==> src/rtl/fp32_acc_pkg.sv <==
// Shared definitions for the FP32 vector accumulator controller:
// FSM state encoding, the +0 constant and the default adder latency.
package fp32_acc_pkg;

    typedef enum logic [1:0] {
        ACCUM  = 2'd0,
        DRAIN  = 2'd1,
        REDUCE = 2'd2,
        OUT    = 2'd3
    } acc_state_e;

    localparam logic [31:0] FP32_POS_ZERO = 32'h0000_0000;
    localparam int          ADD_LAT_DEF   = 3;

    // Width of a partial-sum slot index; at least one bit so ports stay legal.
    function automatic int slot_w(input int lat);
        return (lat > 1) ? $clog2(lat) : 1;
    endfunction

endpackage

==> src/rtl/fp32_acc_tag_pipe.sv <==
// Tag pipeline that follows each adder request through the adder latency,
// so the returning sum can be written into the slot it was issued for.
module fp32_acc_tag_pipe
    import fp32_acc_pkg::*;
#(
    parameter int ADD_LAT = ADD_LAT_DEF,
    localparam int SW     = slot_w(ADD_LAT)
) (
    input  logic          clk,
    input  logic          rst_n,
    input  logic          push_vld,
    input  logic [SW-1:0] push_slot,
    output logic          pop_vld,
    output logic [SW-1:0] pop_slot,
    output logic          pend
);

    logic [ADD_LAT-1:0] vld_pipe;
    logic [SW-1:0]      slot_pipe [ADD_LAT];

    // Shift the valid/slot tags one stage per cycle; reset empties the pipe.
    always_ff @(posedge clk or negedge rst_n) begin
        if (!rst_n) begin
            vld_pipe <= '0;
            for (int i = 0; i < ADD_LAT; i++) slot_pipe[i] <= '0;
        end else begin
            vld_pipe[0]  <= push_vld;
            slot_pipe[0] <= push_slot;
            for (int i = 1; i < ADD_LAT; i++) begin
                vld_pipe[i]  <= vld_pipe[i-1];
                slot_pipe[i] <= slot_pipe[i-1];
            end
        end
    end

    assign pop_vld  = vld_pipe[ADD_LAT-1];
    assign pop_slot = slot_pipe[ADD_LAT-1];

    // Requests still in flight after this cycle (the popping stage excluded).
    always_comb begin
        pend = 1'b0;
        for (int i = 0; i < ADD_LAT - 1; i++) pend = pend | vld_pipe[i];
    end

endmodule

==> src/rtl/fp32_acc_ctrl.sv <==
// FP32 vector accumulator controller around an external pipelined adder.
// Elements are spread round-robin over ADD_LAT partial sums so the adder
// accepts one element per cycle; the partials are then folded into psum[0].
// Optional: define FP32_ACC_ELEM_CNT_EN to add the out_count element count.
module fp32_acc_ctrl
    import fp32_acc_pkg::*;
#(
    parameter int ADD_LAT = ADD_LAT_DEF
) (
    input  logic        clk,
    input  logic        rst_n,
    input  logic        in_valid,
    input  logic [31:0] in_data,
    input  logic        in_last,
    output logic        in_ready,
    output logic        add_valid,
    output logic [31:0] add_a,
    output logic [31:0] add_b,
    input  logic        add_rsp_valid,
    input  logic [31:0] add_rsp_y,
    output logic        out_valid,
    output logic [31:0] out_data,
    input  logic        out_ready
`ifdef FP32_ACC_ELEM_CNT_EN
    ,
    output logic [15:0] out_count
`endif
);

    localparam int SW = slot_w(ADD_LAT);
    localparam logic [SW-1:0] LAST_K = SW'((ADD_LAT > 1) ? ADD_LAT - 2 : 0);

    acc_state_e    state;
    logic [31:0]   psum [ADD_LAT];
    logic [SW-1:0] slot_q, red_k, red_b_slot, iss_slot, pop_slot;
    logic          red_wait, pop_vld, pend;
    logic          acc_fire, red_fire, wb_en, out_fire;
    logic [31:0]   fwd_b;

    fp32_acc_tag_pipe #(.ADD_LAT(ADD_LAT)) u_tag (
        .clk       (clk),
        .rst_n     (rst_n),
        .push_vld  (add_valid),
        .push_slot (iss_slot),
        .pop_vld   (pop_vld),
        .pop_slot  (pop_slot),
        .pend      (pend)
    );

    // Issue mux: accepted elements in ACCUM, fold steps in REDUCE, else idle zeros.
    always_comb begin
        acc_fire   = in_valid & in_ready;
        red_fire   = (state == REDUCE) & ~red_wait;
        wb_en      = pop_vld & add_rsp_valid;
        out_fire   = (state == OUT) & out_ready;
        red_b_slot = red_k + SW'(1);
        // A sum returning this cycle for the same slot is newer than psum.
        fwd_b      = (wb_en && pop_slot == slot_q) ? add_rsp_y : psum[slot_q];
        add_valid  = 1'b0;
        add_a      = FP32_POS_ZERO;
        add_b      = FP32_POS_ZERO;
        iss_slot   = '0;
        if (acc_fire) begin
            add_valid = 1'b1;
            add_a     = in_data;
            add_b     = fwd_b;
            iss_slot  = slot_q;
        end else if (red_fire) begin
            add_valid = 1'b1;
            add_a     = psum[0];
            add_b     = psum[red_b_slot];
        end
    end

    // Control FSM with registered in_ready / out_valid / out_data.
    always_ff @(posedge clk or negedge rst_n) begin
        if (!rst_n) begin
            state     <= ACCUM;
            in_ready  <= 1'b0;
            out_valid <= 1'b0;
            out_data  <= FP32_POS_ZERO;
            red_k     <= '0;
            red_wait  <= 1'b0;
        end else begin
            case (state)
                ACCUM: begin
                    if (acc_fire && in_last) begin
                        state    <= DRAIN;
                        in_ready <= 1'b0;
                    end else begin
                        in_ready <= 1'b1;
                    end
                end
                DRAIN: begin
                    if (!pend) begin
                        if (ADD_LAT == 1) begin
                            // Single partial: the returning sum is the answer.
                            state     <= OUT;
                            out_valid <= 1'b1;
                            out_data  <= wb_en ? add_rsp_y : psum[0];
                        end else begin
                            state    <= REDUCE;
                            red_k    <= '0;
                            red_wait <= 1'b0;
                        end
                    end
                end
                REDUCE: begin
                    if (red_fire) begin
                        red_wait <= 1'b1;
                    end else if (wb_en) begin
                        red_wait <= 1'b0;
                        if (red_k == LAST_K) begin
                            state     <= OUT;
                            out_valid <= 1'b1;
                            out_data  <= add_rsp_y;
                        end else begin
                            red_k <= red_k + SW'(1);
                        end
                    end
                end
                OUT: begin
                    if (out_ready) begin
                        state     <= ACCUM;
                        out_valid <= 1'b0;
                        in_ready  <= 1'b1;
                    end
                end
                default: state <= ACCUM;
            endcase
        end
    end

    // Partial sums and round-robin slot index; both restart after each result.
    always_ff @(posedge clk or negedge rst_n) begin
        if (!rst_n) begin
            for (int i = 0; i < ADD_LAT; i++) psum[i] <= FP32_POS_ZERO;
            slot_q <= '0;
        end else if (out_fire) begin
            for (int i = 0; i < ADD_LAT; i++) psum[i] <= FP32_POS_ZERO;
            slot_q <= '0;
        end else begin
            if (wb_en) psum[pop_slot] <= add_rsp_y;
            if (acc_fire) slot_q <= (slot_q == SW'(ADD_LAT - 1)) ? '0 : slot_q + SW'(1);
        end
    end

`ifdef FP32_ACC_ELEM_CNT_EN
    logic [15:0] cnt_q;

    // Saturating count of accepted elements, held until the result is taken.
    always_ff @(posedge clk or negedge rst_n) begin
        if (!rst_n)                          cnt_q <= '0;
        else if (out_fire)                   cnt_q <= '0;
        else if (acc_fire && cnt_q != 16'hFFFF) cnt_q <= cnt_q + 16'd1;
    end

    assign out_count = cnt_q;
`else
    // Element counting not built.
`endif

endmodule
==> config.mk <==
export PLATFORM = sky130hd
export DESIGN_NAME = fp32_acc_ctrl
export DESIGN_NICKNAME = d
export VERILOG_FILES = /design/src/rtl/fp32_acc_pkg.sv /design/src/rtl/fp32_acc_tag_pipe.sv /design/src/rtl/fp32_acc_ctrl.sv
export SDC_FILE = /design/constraint.sdc
export NUM_CORES = 1
export LEC_CHECK = 0
export CAP_MARGIN = 20
export CORE_MARGIN = 5
export CORE_UTILIZATION = 31
export CTS_CLUSTER_SIZE = 25
export DETAILED_ROUTE_END_ITERATION = 8
export PLACE_DENSITY_LB_ADDON = 0.08
export SYNTH_ARGS = -nofsm -noshare
export SYNTH_HDL_FRONTEND = slang
export SYNTH_SLANG_ARGS = --single-unit
==> constraint.sdc <==
create_clock -name clk -period 6.1 [get_ports clk]
set_clock_uncertainty 0.1 [all_clocks]
set_input_delay 0.915 -clock clk [delete_from_list [all_inputs] [get_ports clk]]
set_output_delay 0.915 -clock clk [all_outputs]
set_load 0.01 [all_outputs]
Word level (Yosys, flattened, before mapping)
Cells that the tools add are included.
- bits in writable memories: 0
- memories kept: 0
- bits in registers: 146
- output and inout port bits: 99
- input port bits: 70
- logic and storage cells: 105
- ROM bits: 0
- bits in latches: 0
- reductions and logical operators: 15
- divide/modulo/power cells: 0
- shifts and indexed selects: 0
- add/sub/neg operators: 2
- equality and inequality tests: 14
- $lt $le $gt $ge: 4
- bitwise gates (word level): 10
- multiply operators: 0
- multiplexer cells: 46
- operator list (cell ; number):
    32-bit 2-to-1 mux ; 10
    96-bit 2-to-1 mux ; 2
    32-bit binary-select mux with 2-bit select ; 2
    96-bit bitwise mux ; 1
    32-bit demux with 2-bit select ; 1
    2-bit 2-to-1 mux ; 14
    2-bit != test (second input constant) ; 6
    1-bit 2-to-1 mux ; 11
    5-bit AND reduction ; 2
    2-bit nonzero test ; 5
    3-bit greater-or-equal comparator (second input constant) ; 3
    2-bit NOT with 3-bit output ; 3
    2-bit one-hot mux with 4 select lines ; 1
    2-bit equality test (second input constant) ; 3
    1-bit one-hot mux with 2 select lines ; 3
    6-bit AND reduction ; 1
    2-bit by 1-bit adder with 2-bit output (second input constant) ; 2
    1-bit bitwise AND ; 4
    2-bit by 1-bit equality test with 1-bit output (second input constant) ; 2
    2-bit one-hot mux with 2 select lines ; 1
    4-bit AND reduction ; 1
    1-bit logical AND ; 3
    3-bit by 1-bit less-than comparator with 1-bit output (second input constant) ; 1
    3-bit != test (second input constant) ; 1
    other kinds (7) ; 8

Logic depth before layout (Yosys ltp)
Gate-level depths: netlist of run 1.
- word-level depth: 8
- gate-level depth with buffers: 8
- depth with buffers taken out: 6

By module
From an unflattened synthesis of run 1, not the netlist that was laid out.
- cells, all modules: 879
- area total of the unflattened synthesis: 8119.0 µm²
- by module, submodules not included (module ; instances ; area each (µm²) ; seq. area each (µm²) ; cells an instance):
    fp32_acc_ctrl ; 1 ; 7872.6 ; 3428.3 ; 867
    fp32_acc_tag_pipe ; 1 ; 246.5 ; 225.2 ; 12

Least setup slack after synthesis of run 1
OpenSTA, ideal clock, no wires.
- path kind: input to output
- start point: in in_valid
- end point: out add_b[10]
- path slack: 3.124 ns
- stages on the path: 5
- data arrival time: 1.961 ns
- path through: and2_1 buf_2 buf_2 clkbuf_1 o32ai_1
- word-level cells in the longest chain between the ends: 2
- RTL lines (element ; RTL line ; text):
    start, declared ; fp32_acc_ctrl.sv:12 ; input logic in_valid,
    1-bit bitwise AND ; fp32_acc_ctrl.sv:52 ; acc_fire = in_valid & in_ready;
    32-bit 2-to-1 mux ; fp32_acc_ctrl.sv:63 ; if (acc_fire) begin
    end, declared ; fp32_acc_ctrl.sv:18 ; output logic [31:0] add_b,
Every way passes these cells.

Worst setup path after layout of run 1
- start point: reg red_k[0]
- end point: out add_b[31]
- word-level cells in the longest chain between the ends: 7
- RTL lines (element ; RTL line ; text):
    start, declared ; fp32_acc_ctrl.sv:35 ; logic [SW-1:0] slot_q, red_k, red_b_slot, iss_slot, pop_slot;
    start signal, assigned ; fp32_acc_ctrl.sv:118 ; red_k <= red_k + SW'(1);
    2-bit by 1-bit adder with 2-bit output ; fp32_acc_ctrl.sv:56 ; red_b_slot = red_k + SW'(1);
    2-bit NOT with 3-bit output (not written as such) ; fp32_acc_ctrl.sv:71 ; add_b = psum[red_b_slot];
    32-bit binary-select mux with 2-bit select ; fp32_acc_ctrl.sv:71 ;
    32-bit 2-to-1 mux (not written as such) (2 in series) ; fp32_acc_ctrl.sv:71 ;
    32-bit 2-to-1 mux ; fp32_acc_ctrl.sv:68 ; end else if (red_fire) begin
    32-bit 2-to-1 mux ; fp32_acc_ctrl.sv:63 ;
Every way passes these cells. The select of a mux whose other input is x is not followed.

==> results.py, run 1 <==
metrics = {
    "place": {
        "post-place-cells": 1301,
        "io_buffers": 168,
        "dp_slack_ps": 1524,
        "gp_congestion": 0.7171,
        "post-dp-hpwl_microns": 16780,
    },
    "sta": {
        "finalHoldViolCount": 0,
        "max_freq_mhz": 197.5,
        "fin_tns_setup_ps": 0,
        "setup_ws_ps": 1037,
        "slew_headroom_pct": 27.03,
        "setup_viol": 0,
        "fin_crit_sh_pct": 83.00,
        "min_period_ps": 5063,
        "rsz0062_at_grt": "false",
        "worst_pin_slew_ps": 1092,
        "maxSlewViolCount": 0,
        "fin_hold_ws_ps": 251.5,
    },
    "synthesis": {
        "synthFlopType": "dfrtp_1",
        "synth_nets": 946,
        "netlist_instances": 870,
        "ys_ff_latch": 146,
        "synth_area_sq_um": 8003,
        "seq_area_frac_synth_pct": 45.65,
        "synth_edf_count": 0,
        "synth_cell_types": 35,
        "async_reset_ff_share_pct": 100.0,
        "syn-mean-instance-area_sq_um": 9.198,
        "synth_warnings": 0,
    },
    "setup_path": {
        "worstPathArrival_ps": 4050,
        "reg2reg_from": "state[0]",
        "r2r_end": "out_data[18]",
        "cp-start-kind": "flop",
        "path_class": "reg -> out",
        "worstPathRequired_ps": 5080,
        "crit_fanout": 37,
        "rrSetupSlack_ps": 2760,
        "cp-end-kind": "primary output",
        "reg2reg_depth": 7,
    },
    "clock_tree": {
        "clk_path_buf_depth": 2,
        "cts_tree": "done",
        "clkTransAtPathRegs_ps": 70,
        "cts-root-buf": "clkbuf_16",
        "cts_setup_buffers": 0,
        "insertion_delay_ps": 430,
        "postCtsHoldBufs": 0,
        "cts.sinks": 146,
        "numCtsBuffers": 17,
        "cts_max_level": 4,
        "cts_resized": 0,
    },
    "power": {
        "ir_drop_mv": 0.2335,
        "power_mw": 5.302,
        "p_leak_nw": 4.232,
        "power.density_nw_per_um2": 502.9,
    },
    "job": {
        "maxCapViolations": 0,
    },
    "routing": {
        "wl_microns": 28740,
        "drt_iter0_drc": 579,
        "vias": 7148,
        "drc_errors": 0,
        "vias_per_cell": 5.362,
        "antenna_left": 0,
        "dr.pass1.iters": 5,
        "wl_per_cell_microns": 21.56,
    },
    "layout": {
        "fill_cells": 2504,
        "num_antenna_cells": 0,
        "syn2layout_area_growth_pct": 31.74,
        "stdcell_count": 1333,
        "drive_gt1_share_pct": 12.26,
        "nets": 1066,
        "final_common_cell": "nand2_1",
        "mostFrequentLayoutCells": "nand2_1, clkdlybuf4s50_1, dfrtp_1",
    },
    "floorplanning": {
        "coreArea_sq_um": 25330,
        "die_h_microns": 170.7,
        "die_w_microns": 170.7,
        "rows": 58,
        "start_util_pct": 31.60,
        "fp.dieArea_sq_um": 29130,
        "ios": 169,
    },
    "worst_hold_path": {
        "hold_depth": 0,
        "holdPathEnd": "u_tag.slot_pipe[2]",
        "worstHoldPathType": "reg -> reg",
        "hp-start": "u_tag.slot_pipe[4]",
    },
    "grt": {
        "grt_pass1_wl_microns": 44630,
        "grt_pass1_vias": 7200,
        "grt_overflow_total": 0,
        "antenna_found_initial": 0,
        "grt_max_degree": 93,
        "grt_usage_pct": 19.69,
    },
    "outcome": {
        "status": "finished clean",
    },
}
[stage by stage]
step | area [sq um] | util, %
after floorplan | 8003 | -
after global placement | 9915 | 39.15
after detailed placement | 9930 | 39.21
after CTS | 10540 | 41.63
after global routing | 10540 | 41.63
final | 10540 | 41.63
[report_power, final]
group	internal (mW)	leakage (nW)	total [mW]	switching, mW
combinational	1.18	2.01	2.47	1.29
clock	0.667	0.289	1.11	0.443
sequential	1.34	1.93	1.72	0.385
total	3.18	4.23	5.30	2.12
[routing by layer]
metal / up-vias / GRT usage [%] / routed length (microns)
met1: 3553 / 27.03 / 13030
met4: 0 / 3.333 / 200
met5: - / 0 / 0
met2: 217 / 32.70 / 13890
li1: 3360 / - / -
met3: 18 / 4.113 / 1611
[cell type report]
| type | instances | area (sq um) | share of cell area (%) |
|---|---|---|---|
| tap | 330 | 412.9 | 3.916 |
| sequential | 146 | 3657 | 34.69 |
| clock buffer | 20 | 456.7 | 4.332 |
| timing repair buffer | 182 | 1795 | 17.03 |
| inverter | 4 | 15.01 | 0.1424 |
| clock inverter | 12 | 156.4 | 1.484 |
| multi-input combinational | 639 | 4049 | 38.40 |
[critical path, cell delays in order, from the launching register on]
cell and delay (ps):
dfrtp_2 1030, ha_2 340, nor2b_4 870, a22oi_1 220, o32ai_1 490, clkdlybuf4s50_1 640
[synthesized netlist by cell type (all sizes together), types with 3 or more instances]
library cell / n / area [sq um]
buf: 26 / 135.1
a22o: 33 / 289.0
inv: 4 / 15.01
o32ai: 31 / 271.5
and3: 3 / 18.77
nand2b: 5 / 31.28
a22oi: 31 / 232.7
nand3: 3 / 15.01
nor2: 35 / 131.4
clkbuf: 55 / 206.5
mux2: 66 / 743.2
nand2: 201 / 754.5
ha: 6 / 75.07
and2: 3 / 18.77
or3: 3 / 18.77
a21oi: 99 / 495.5
o21ai: 34 / 170.2
nor2b: 4 / 25.02
mux2i: 34 / 340.3
dfrtp: 146 / 3654
a211oi: 32 / 240.2
[kinds of logic after synthesis]
kind of cell	Yosys count	synth area share, %
adder cells (fa/ha/maj)	6	0.9381
flip-flops	146	45.65
AND/OR/NAND/NOR	264	13.27
AO/OA/AOI/OAI	267	21.92
XOR/XNOR	2	0.2189
multiplexers	100	13.54
buffers and inverters	85	4.456
[worst max-delay path by stage]
| stage | startpoint | end | cells after the start |
|---|---|---|---|
| after floorplan | in_valid | add_b[10] | 5 |
| after global placement | red_k[0] | add_b[31] | 5 |
| after detailed placement | red_k[0] | add_b[31] | 5 |
| after CTS | red_k[0] | add_b[31] | 5 |
| after global routing | red_k[0] | add_b[31] | 5 |
| final | red_k[0] | add_b[31] | 5 |
[sequential cells by signal (all words and copies together) (netlist names), 2 cells and up]
| name | count |
|---|---|
| state | 2 |
| u_tag.slot_pipe | 4 |
| slot_q | 2 |
| u_tag.vld_pipe | 3 |
| psum | 96 |
| red_k | 2 |
| out_data | 32 |
| u_tag.pop_slot | 2 |
No activity file was read; power rests on OpenSTA's default activity.
==> inputs of run 2 (changes only) <==
==> constraint.sdc (replaced) <==
create_clock -name clk -period 4.6 [get_ports clk]
set_clock_uncertainty 0.1 [all_clocks]
set_input_delay 0.69 -clock clk [delete_from_list [all_inputs] [get_ports clk]]
set_output_delay 0.69 -clock clk [all_outputs]
set_load 0.01 [all_outputs]
==> results.py, run 2 (synthesized netlist as in run 1, its figures left out) <==
metrics = {
    "routing": {
        "vias_per_cell": 5.366,
        "vias": 7223,
        "drt_iter0_drc": 448,
        "wl_per_cell_microns": 21.00,
        "wl_microns": 28270,
        "dr.pass1.iters": 5,
        "antenna_left": 0,
        "drc_errors": 0,
    },
    "worst_hold_path": {
        "worstHoldPathType": "in -> async",
    },
    "floorplanning": {
        "coreArea_sq_um": 25330,
        "rows": 58,
        "ios": 169,
        "fp.dieArea_sq_um": 29130,
        "start_util_pct": 31.60,
        "die_w_microns": 170.7,
        "die_h_microns": 170.7,
    },
    "layout": {
        "num_antenna_cells": 0,
        "syn2layout_area_growth_pct": 32.65,
        "nets": 1080,
        "stdcell_count": 1346,
        "fill_cells": 2518,
        "largest-register": "psum",
        "drive_gt1_share_pct": 13.29,
        "mostFrequentLayoutCells": "nand2_1, clkdlybuf4s50_1, dfrtp_1",
        "final_common_cell": "nand2_1",
        "largest_reg_flops": 96,
        "top_regs": "psum: 96 flops, out_data: 32 flops, u_tag.slot_pipe: 4 flops",
    },
    "job": {
        "maxCapViolations": 0,
    },
    "grt": {
        "antenna_found_initial": 0,
        "grt_pass1_wl_microns": 44030,
        "grt_pass1_vias": 7252,
        "grt_usage_pct": 19.33,
        "grt_overflow_total": 0,
        "grt_max_degree": 95,
    },
    "power": {
        "p_leak_nw": 4.291,
        "power.density_nw_per_um2": 657.4,
        "ir_drop_mv": 0.3209,
    },
    "setup_path": {
        "reg2reg_from": "state[0]",
        "path_delay_family": "buffers and inverters",
        "crit_path_cell_trace": "clkdlybuf4s50_1 -> and2_1 -> and3_2 -> buf_4 -> a211oi_1 -> o32ai_1 -> clkdlybuf4s50_1",
        "critPathMaxStageDelay_ps": 610,
        "rrSetupSlack_ps": 1930,
        "critPathMostFrequentCell": "clkdlybuf4s50_1",
        "path_class": "in -> out",
        "cp.depth": 7,
        "worstPathRequired_ps": 3810,
        "reg2reg_depth": 7,
        "crit_fanout": 19,
        "worstPathArrival_ps": 3100,
        "crit_buf_inv": 3,
        "r2r_end": "out_data[18]",
        "cp-start-kind": "primary input",
        "cpMaxStageDelayCell": "clkdlybuf4s50_1",
        "cp-end-kind": "primary output",
    },
    "sta": {
        "fin_tns_setup_ps": 0,
        "min_period_ps": 3890,
        "finalHoldViolCount": 0,
        "maxSlewViolCount": 0,
        "fin_crit_sh_pct": 84.57,
        "worst_pin_slew_ps": 1081,
        "rsz0062_at_grt": "false",
        "setup_viol": 0,
        "max_freq_mhz": 257.1,
        "slew_headroom_pct": 27.70,
    },
    "place": {
        "io_buffers": 168,
        "gp_congestion": 0.7646,
        "post-place-cells": 1315,
        "post-dp-hpwl_microns": 17440,
    },
    "clock_tree": {
        "postCtsHoldBufs": 0,
        "cts_setup_buffers": 0,
        "cts_tree": "done",
        "cts.sinks": 146,
        "cts_resized": 0,
        "clk_path_buf_depth": 2,
        "insertion_delay_ps": 420,
        "cts_max_level": 4,
        "cts-root-buf": "clkbuf_16",
        "numCtsBuffers": 17,
        "clkTransAtPathRegs_ps": 70,
    },
    "outcome": {
        "status": "finished clean",
    },
}
run 2: changes by cell type in the layout (fill, tap and decap cells not counted), sizes merged:
cell	delta
bufinv	-1
clkinvlp	-1
clkinv	+2
inv	-1
buf	+14
run 2: routing by layer:
layer / vias up / global-route usage, % / wire length (microns)
met5: - / 0 / 0
met4: 0 / 3.993 / 217
met3: 15 / 3.651 / 1496
met2: 193 / 31.28 / 13480
met1: 3627 / 27.19 / 13070
li1: 3388 / - / -
run 2: how the worst max path moves through the flow:
stage                        startpoint        end  slack, ps
after floorplan                red_k[0]  add_b[10]       2030
after global placement         in_valid  add_a[13]        710
after detailed placement       in_valid  add_a[13]        680
after CTS                      state[0]  add_a[13]        650
after global routing           state[0]  add_a[13]        510
final                     add_rsp_valid  add_b[23]        710
run 2: layout make-up:
cell class / instances / area [sq um] / area share [%]
well taps: 330 / 412.9 / 3.890
clock buffers: 20 / 446.7 / 4.208
inverters: 4 / 15.01 / 0.1414
flip-flops and latches: 146 / 3657 / 34.45
repair buffers: 196 / 1918 / 18.07
multi-input cells: 639 / 4049 / 38.14
clock inverters: 11 / 116.4 / 1.096
run 2: per-stage QoR:
stage | total power, mW | utilization [%] | hold slack, ps | instance area [sq um] | worst slack [ps]
final | 6.978 | 41.91 | 235.5 | 10620 | 709.9
after global routing | 7.453 | 41.91 | 265.7 | 10620 | 511.9
after CTS | 7.046 | 41.91 | 250.7 | 10620 | 652.6
after detailed placement | 5.642 | 39.69 | 234.7 | 10050 | 680.1
after global placement | 5.622 | 39.69 | 233.3 | 10050 | 714.5
after floorplan | 4.136 | - | 231.2 | 8003 | 2026
run 2: where the power goes:
part,leakage [nW],internal [mW],switching (mW)
Sequential,1.93,1.78,0.455
Combinational,2.09,1.62,1.75
Clock,0.271,0.806,0.570
Total,4.29,4.20,2.78
